### src/rtl/motor_pkg.sv
// Shared types, widths and the duty-ramp helper for the motor drive sequencer.
package motor_pkg;

    localparam int DUTY_W = 8;
    localparam int DEAD_W = 27;

    typedef enum logic [2:0] {
        IDLE  = 3'd0,
        RAMP  = 3'd1,
        RUN   = 3'd2,
        BRAKE = 3'd3,
        DEAD  = 3'd4
    } state_t;

    // One ramp step from cur toward tgt; the gap is measured in 9 bits so it never wraps.
    function automatic logic [DUTY_W-1:0] ramp_toward(
        input logic [DUTY_W-1:0] cur,
        input logic [DUTY_W-1:0] tgt,
        input logic [DUTY_W-1:0] step
    );
        logic [DUTY_W:0] gap;
        if (tgt > cur) begin
            gap = {1'b0, tgt} - {1'b0, cur};
            ramp_toward = (gap > {1'b0, step}) ? cur + step : tgt;
        end else begin
            gap = {1'b0, cur} - {1'b0, tgt};
            ramp_toward = (gap > {1'b0, step}) ? cur - step : tgt;
        end
    endfunction

endpackage

### src/rtl/motor_pwm_gen.sv
// Free-running PWM timebase: prescaler, 8-bit period counter, registered compare output.
module motor_pwm_gen
    import motor_pkg::*;
#(
    parameter logic [15:0] PWM_DIV = 16'd487
) (
    input  logic              CLK,
    input  logic              RST_N,
    input  logic [DUTY_W-1:0] duty,
    input  logic              enable,
    output logic              pwm_out,
    output logic              period_end
);

    logic [15:0]       prescaler;
    logic [DUTY_W-1:0] pwm_cnt;
    logic              tick;

    assign tick       = (prescaler == PWM_DIV);
    assign period_end = tick && (pwm_cnt == '1);

    // pwm_cnt is never cleared by commands, so the period phase only depends on reset.
    always_ff @(posedge CLK or negedge RST_N) begin
        if (!RST_N) begin
            prescaler <= '0;
            pwm_cnt   <= '0;
            pwm_out   <= 1'b0;
        end else begin
            if (tick) begin
                prescaler <= '0;
                pwm_cnt   <= pwm_cnt + 1'b1;
            end else begin
                prescaler <= prescaler + 1'b1;
            end
            pwm_out <= enable && (pwm_cnt < duty);
        end
    end

endmodule

### src/rtl/motor_drive_sequencer.sv
// Command-driven H-bridge sequencer: duty ramping, braking before reversal, dead time, ESTOP.
module motor_drive_sequencer
    import motor_pkg::*;
#(
    parameter logic [15:0]       PWM_DIV   = 16'd487,
    parameter logic [DUTY_W-1:0] RAMP_STEP = 8'd4,
    parameter logic [DEAD_W-1:0] DEAD_TIME = 27'd124999999
) (
    input  logic              CLK,
    input  logic              RST_N,
    input  logic              CMD_VALID,
    output logic              CMD_READY,
    input  logic              CMD_DIR,
    input  logic [DUTY_W-1:0] CMD_DUTY,
    input  logic              ESTOP,
    output logic              MOTOR_DIR,
    output logic              MOTOR_EN,
    output logic [DUTY_W-1:0] CUR_DUTY,
    output logic              BUSY
);

    state_t            state;
    logic              target_dir;
    logic [DUTY_W-1:0] target_duty;
    logic [DEAD_W-1:0] dead_cnt;
    logic              en_reg;
    logic              period_end;
    logic              pwm_enable;
    logic              accept;
    logic              dir_match;

    // Handshake: a command transfers on any cycle where CMD_VALID && CMD_READY; READY drops
    // during dead time and ESTOP. An accepted command simply replaces the current target.
    assign CMD_READY  = (state != DEAD) && !ESTOP;
    assign accept     = CMD_VALID && CMD_READY;
    assign dir_match  = (target_dir == MOTOR_DIR);
    assign pwm_enable = (state != DEAD);
    assign MOTOR_EN   = en_reg && !ESTOP;
    assign BUSY       = (state != IDLE) && (state != RUN);

    motor_pwm_gen #(
        .PWM_DIV(PWM_DIV)
    ) u_pwm (
        .CLK       (CLK),
        .RST_N     (RST_N),
        .duty      (CUR_DUTY),
        .enable    (pwm_enable),
        .pwm_out   (en_reg),
        .period_end(period_end)
    );

    always_ff @(posedge CLK or negedge RST_N) begin
        if (!RST_N) begin
            state       <= IDLE;
            MOTOR_DIR   <= 1'b0;
            CUR_DUTY    <= '0;
            target_dir  <= 1'b0;
            target_duty <= '0;
            dead_cnt    <= '0;
        end else if (ESTOP) begin
            state       <= DEAD;
            CUR_DUTY    <= '0;
            target_duty <= '0;
            dead_cnt    <= '0;
        end else begin
            // FSM below sees the pre-accept target, so a command on a period_end lands one period later.
            if (accept) begin
                target_dir  <= CMD_DIR;
                target_duty <= CMD_DUTY;
            end
            case (state)
                IDLE: begin
                    CUR_DUTY <= '0;
                    if (!dir_match) begin
                        state    <= DEAD;
                        dead_cnt <= '0;
                    end else if (target_duty != '0) begin
                        state <= RAMP;
                    end
                end
                RAMP: begin
                    if (!dir_match) begin
                        state <= BRAKE;
                    end else if (CUR_DUTY == target_duty) begin
                        state <= (target_duty == '0) ? IDLE : RUN;
                    end else if (period_end) begin
                        CUR_DUTY <= ramp_toward(CUR_DUTY, target_duty, RAMP_STEP);
                    end
                end
                RUN: begin
                    if (!dir_match) begin
                        state <= BRAKE;
                    end else if (target_duty != CUR_DUTY) begin
                        state <= RAMP;
                    end
                end
                BRAKE: begin
                    // Direction restored mid-brake: resume ramping with no dead time.
                    if (dir_match) begin
                        state <= RAMP;
                    end else if (CUR_DUTY == '0) begin
                        state    <= DEAD;
                        dead_cnt <= '0;
                    end else if (period_end) begin
                        CUR_DUTY <= ramp_toward(CUR_DUTY, '0, RAMP_STEP);
                    end
                end
                DEAD: begin
                    CUR_DUTY <= '0;
                    if (dead_cnt == DEAD_TIME) begin
                        MOTOR_DIR <= target_dir;
                        dead_cnt  <= '0;
                        state     <= IDLE;
                    end else begin
                        dead_cnt <= dead_cnt + 1'b1;
                    end
                end
                default: begin
                    state    <= IDLE;
                    CUR_DUTY <= '0;
                end
            endcase
        end
    end

endmodule

### config.mk
export PLATFORM = sky130hd
export DESIGN_NAME = motor_drive_sequencer
export DESIGN_NICKNAME = d
export VERILOG_FILES = /design/src/rtl/motor_pkg.sv /design/src/rtl/motor_pwm_gen.sv /design/src/rtl/motor_drive_sequencer.sv
export SDC_FILE = /design/constraint.sdc
export NUM_CORES = 1
export LEC_CHECK = 0
export ABC_CLOCK_PERIOD_IN_PS = 3400
export BUFFER_PORTS_ARGS = -buffer_cell sky130_fd_sc_hd__buf_2
export CORE_ASPECT_RATIO = 2
export CORE_UTILIZATION = 40
export CTS_CLUSTER_SIZE = 30
export DETAILED_ROUTE_END_ITERATION = 10
export SYNTH_ARGS = -nofsm -noshare
export SYNTH_HDL_FRONTEND = slang
export SYNTH_SLANG_ARGS = --single-unit
### constraint.sdc
create_clock -name CLK -period 3.4 [get_ports CLK]
set_input_delay 0.68 -clock CLK [delete_from_list [all_inputs] [get_ports CLK]]
set_output_delay 0.68 -clock CLK [all_outputs]
set_load 0.03 [all_outputs]
; ---- Word-level counts from Yosys, hierarchy flattened
; Index checks and enable logic that the tools add are counted.
[op_classes]
addsub = 8
n_lt_le_gt_ge = 7
n_eq_ne = 26
n_mux = 35
n_bitwise = 1
reduce_logical = 19
[ops]
columns = operator, count
row1 = $mux W27, 5
row2 = $mux W8, 15
row3 = $pmux W27 S3, 1
row4 = $mux W3, 10
row5 = $ne A3 B3 Y1 const B, 10
row6 = $add A27 B1 Y27 const B, 1
row7 = $eq A27 B27 Y1 const B, 1
row8 = $gt A9 B3 Y1 const B, 3
row9 = $pmux W8 S3, 1
row10 = $sub A8 B8 Y9, 2
row11 = $add A16 B1 Y16 const B, 1
row12 = $eq A16 B9 Y1 const B, 1
row13 = $logic_not A8 Y1, 2
row14 = $mux W16, 1
row15 = $ne A4 B4 Y1 const B, 4
row16 = $pmux W3 S5, 1
row17 = $sub A1 B8 Y9 const A, 1
row18 = $add A8 B1 Y8 const B, 1
row19 = $add A8 B3 Y8 const B, 1
row20 = $eq A8 B8 Y1, 1
row21 = $eq A8 B8 Y1 const B, 1
row22 = $gt A1 B8 Y1 const A, 1
row23 = $gt A8 B3 Y1 const B, 1
row24 = $gt A8 B8 Y1, 1
row25 = 23 further kinds, 29
[totals]
ff_bits = 73
inputBits = 13
output_inout_bits = 12
wordCells = 105

; ---- Logic depth before layout (Yosys ltp)
[logic_depth]
ltp_word = 9
depth_mapped = 12

; ---- By module
; From an unflattened synthesis, not the netlist that was laid out.
[hier_totals]
cells_unflattened = 584
area_unflattened_um2 = 5152.4
[by_module_without_submodules]
columns = mod, n_inst, cells_per_inst, area_per_inst_um2, seq_area_each_um2
row1 = motor_drive_sequencer, 1, 464, 3823.7, 1201.2
row2 = motor_pwm_gen, 1, 120, 1328.8, 625.6

; ---- Worst setup path before layout
; No wires, ideal clock.
[synth_timing]
kind = register -> register
startpoint = reg CUR_DUTY[2]
endpoint = reg CUR_DUTY[7]
arrival_time_ns = 2.885
setup_slack_ns = 0.425
stages_incl_launch_ff = 11
cell_sequence = dfrtp_1 inv_1 ha_1 buf_2 o21ai_1 a21oi_1 or3_1 a221oi_1 nand3_2 or4_1 o221ai_1
[synth_between]
elab_chain_cells = 9
[synth_rtl]
columns = element, line
row1 = start: declaration, motor_drive_sequencer.sv:18  ; output logic [DUTY_W-1:0] CUR_DUTY,
row2 = start signal: assignment, motor_drive_sequencer.sv:87  ; CUR_DUTY <= ramp_toward(CUR_DUTY, target_duty, RAMP_STEP);
row3 = start signal: assignment, motor_drive_sequencer.sv:105  ; CUR_DUTY <= ramp_toward(CUR_DUTY, '0, RAMP_STEP);
row4 = $sub A1 B8 Y9 (tied with other cells), motor_pkg.sv:23  ; gap = {1'b0, tgt} - {1'b0, cur};
row5 = "$gt A9 B3 Y1, on equally long branches", "motor_pkg.sv:24, motor_pkg.sv:27"
row6 = "$mux W8, on equally long branches", "motor_pkg.sv:24, motor_pkg.sv:27"
row7 = $mux W8, motor_pkg.sv:22  ; if (tgt > cur) begin
row8 = "$mux W8, on equally long branches", "motor_drive_sequencer.sv:104, motor_drive_sequencer.sv:86"
row9 = "$mux W8, on equally long branches", "motor_drive_sequencer.sv:101, motor_drive_sequencer.sv:84"
row10 = "$mux W8, on equally long branches", "motor_drive_sequencer.sv:99, motor_drive_sequencer.sv:82"
row11 = $pmux W8 S3, motor_drive_sequencer.sv:71  ; case (state)
row12 = $mux W8, motor_drive_sequencer.sv:60  ; end else if (ESTOP) begin
; Parallel ways exist; a longest one is shown, timed or not. The select of a mux whose other input is x is not followed.
; A chain may end at the register's enable or synchronous reset.

; ---- Worst setup path after layout
[layout_timing]
startpoint = reg CUR_DUTY[5]
endpoint = reg CUR_DUTY[7]
; The elaborated chain is that of the path after synthesis.

==> reports/metrics.cfg <==
[finish]
drive_above_1_share_pct=11.7
nFillCells=1226
register_area_um2=1830
fin_area_um2=5660
diodes=0
multi_input_area_um2=3060
nNetsFinal=645
area_delta_synth_final_pct=11.5

[power]
irDropWorstVdd_mv=0.284
p_leak_nw=2.53
powerDensity_nw_per_um2=471

[timing]
relSlewSlack_pct=35.6
hold_viol=0
max_freq_ghz=0.339
period_share_pct=86.7
setup_viol=0
fin_crit_ps=2950
fin_skew_ps=11.0
worst_pin_slew_ps=966
final_max_slew_viol_count=0
hold_slack_ps=462
rsz0062_at_grt=false
setup_tns_ps=0

[setup_path]
slowest_delay_ps=560
crit_path_cell_trace=inv_1 -> ha_1 -> nand3_1 -> a211oi_1 -> mux2i_1 -> a221oi_1 -> nand3_2 -> or4_1 -> o221ai_1
worst_ep_arrival_time_ps=3200
critPathKind=register to register
critPathRequiredTime_ps=3650
crit_slowest_cell=or4_1
crit_fanout=9
crit_path_end_kind=register
setup.worst_path.start_class=register

[synth]
synthCells=576
yosysWarnings=0
syn-cell-area_um2=5080
ys_types=67
ys_ff_latch=73
synth_edf_count=0
yosysSeqAreaShare_pct=36.0
avgSynthCellArea_um2=8.81
ys.flop_type=dfrtp_1
async_reset_ff_share_pct=100
synth_nets=621

[route]
wire_per_inst_um=17.6
drt_iter0_drc=212
drc_errors=0
totalWireLength_um=13200
ant_nets=0
via_count=4299
drt_pre_antenna_iters=4
viasPerCell=5.72

[clocking]
clk_latency_ps=340
cts_resized=0
cts_root_buf=clkbuf_16
cts_hold_buf=0
cts_buffers=9
cts.sink_count=73
cts_setup_buffers=0
cts_tree=done
path_clk_slew_ps=70
htreeDepth=3
clock_path_buffers=2

[job]
cap_violations=0

[placement]
place_area_um2=5380
gp_congestion=0.858
io_buffer_count=24
hpwlAfterDp_um=10000

[floorplanning]
row_count=57
initial_utilization_pct=41.4
die_x_um=81.7
core_um2=12300
die_area_um2=13200
io_pins=25
die_h_um=161

[global_route]
first_global_vias=4393
overflow=0
grt_max_degree=74
grt_pass1_wl_um=21600
grt_usage_pct=21.8
antenna_found_initial=0

[status]
status=completed

[min_path]
worst_hold_path_type=input port to async pin

==> synth_stat cells (3+ instances only) <==
master | n | area [um^2]
buf_2 | 9 | 45.0
o21ai_1 | 3 | 15.0
a31oi_1 | 3 | 18.8
a22o_1 | 4 | 35.0
nand2b_1 | 6 | 37.5
a21oi_1 | 25 | 125
nor2_1 | 66 | 248
nor4_1 | 7 | 43.8
ha_1 | 31 | 388
a221oi_1 | 4 | 35.0
nand3_1 | 29 | 145
clkbuf_1 | 14 | 52.6
mux2i_1 | 15 | 150
nor3b_1 | 4 | 30.0
or2_2 | 3 | 18.8
nor2b_1 | 6 | 37.5
xnor2_1 | 26 | 228
or3_1 | 4 | 25.0
o31ai_1 | 10 | 75.1
o21ai_0 | 32 | 160
and3_1 | 11 | 68.8
and4_1 | 3 | 26.3
a211oi_1 | 3 | 22.5
xor2_1 | 25 | 219
a22oi_1 | 3 | 22.5
nand4_1 | 11 | 68.8
nand2_1 | 47 | 176
dfrtp_1 | 73 | 1830
and2_1 | 7 | 43.8
inv_1 | 23 | 86.3
a21o_1 | 7 | 52.6
mux2_2 | 5 | 56.3
nor3_1 | 17 | 85.1
==> power breakdown <==
group | switching, mW | leakage, nW | internal [mW]
logic | 0.495 | 1.40 | 0.305
registers | 0.0429 | 0.995 | 0.899
clock network | 0.417 | 0.131 | 0.507
total | 0.955 | 2.53 | 1.71
==> metal layers <==
layer	share of wire [%]	track usage [%]	routed length, um	vias up
met5	0	0	0	-
met4	4.0	11.7	523	0
met3	2.5	3.50	327	33
met2	56	39.4	7350	78
met1	38	23.3	5030	2090
li1	-	-	-	2098
==> sequential cells by signal (all words and copies together) (netlist names) <==
| signal | flops |
|---|---|
| u_pwm.prescaler | 16 |
| u_pwm.pwm_cnt | 8 |
| target_dir | 1 |
| MOTOR_DIR | 1 |
| target_duty | 8 |
| dead_cnt | 27 |
| state | 3 |
| u_pwm.pwm_out | 1 |
| CUR_DUTY | 8 |
==> cell usage in the layout (no fill, tap or decap), types with 7 or more instances in the layout <==
| master | Yosys | final |
|---|---|---|
| inv_1 | 23 | 23 |
| mux2i_1 | 15 | 15 |
| nand2_1 | 47 | 47 |
| ha_1 | 31 | 31 |
| buf_2 | 9 | 23 |
| xor2_1 | 25 | 25 |
| nor2_1 | 66 | 66 |
| and3_1 | 11 | 11 |
| a21oi_1 | 25 | 25 |
| dfrtp_1 | 73 | 73 |
| o31ai_1 | 10 | 10 |
| nand4_1 | 11 | 11 |
| nor3_1 | 17 | 17 |
| and2_1 | 7 | 7 |
| o21ai_0 | 32 | 32 |
| nand3_1 | 29 | 29 |
| buf_4 | 1 | 14 |
| clkbuf_16 | 0 | 9 |
| a21o_1 | 7 | 7 |
| nor4_1 | 7 | 7 |
| xnor2_1 | 26 | 26 |
==> worst max-delay path, delay by kind of cell (launching register included) <==
kind | cells | cell delay [ps]
buffers and inverters | 1 | 140
multiplexers | 1 | 150
flip-flops | 1 | 340
AO/OA/AOI/OAI | 3 | 710
AND/OR/NAND/NOR | 3 | 990
adder cells (fa/ha/maj) | 1 | 520
==> kinds of logic (layout without fill, tap and decap cells) <==
family          Yosys count  after routing  synth area share [%]
flops                    73             73                  36.0
fa+ha+maj                32             32                  8.04
simple gates            237            237                  24.0
compound gates          115            115                  14.9
xor+xnor                 51             51                  8.80
mux                      21             21                  4.51
buf+inv                  47             76                  3.77
==> final cells by class <==
class / count / area share (%)
multi-input cells: 456 / 54.0
flip-flops and latches: 73 / 32.3
clock buffers: 9 / 3.98
repair buffers: 37 / 3.89
well taps: 147 / 3.25
inverters: 23 / 1.53
clock inverters: 7 / 1.06
==> metrics by stage <==
stage / util, % / setup WS, ps / power, mW / instances
3_3_place_gp: 43.8 / 513 / 1.74 / 736
6_report: 46.1 / 454 / 2.67 / 752
3_5_place_dp: 43.8 / 462 / 1.76 / 736
4_1_cts: 46.1 / 442 / 2.69 / 752
2_1_floorplan: - / 425 / 1.53 / 576
5_1_grt: 46.1 / 252 / 2.81 / 752
==> final timing paths <==
kind / start / slack, ps / cells past startpoint / endpoint
setup / recovery: CUR_DUTY[5] / 450 / 9 / CUR_DUTY[7]
hold / removal: RST_N / 460 / 1 / u_pwm.prescaler[13]
setup reg to reg: CUR_DUTY[5] / 450 / 9 / CUR_DUTY[7]
hold reg to reg: u_pwm.prescaler[15] / 480 / 1 / u_pwm.prescaler[15]
max in group asynchronous: RST_N / 2280 / 1 / dead_cnt[2]
min in group CLK: u_pwm.prescaler[15] / 480 / 1 / u_pwm.prescaler[15]
Power figures use the tool's default switching activity.
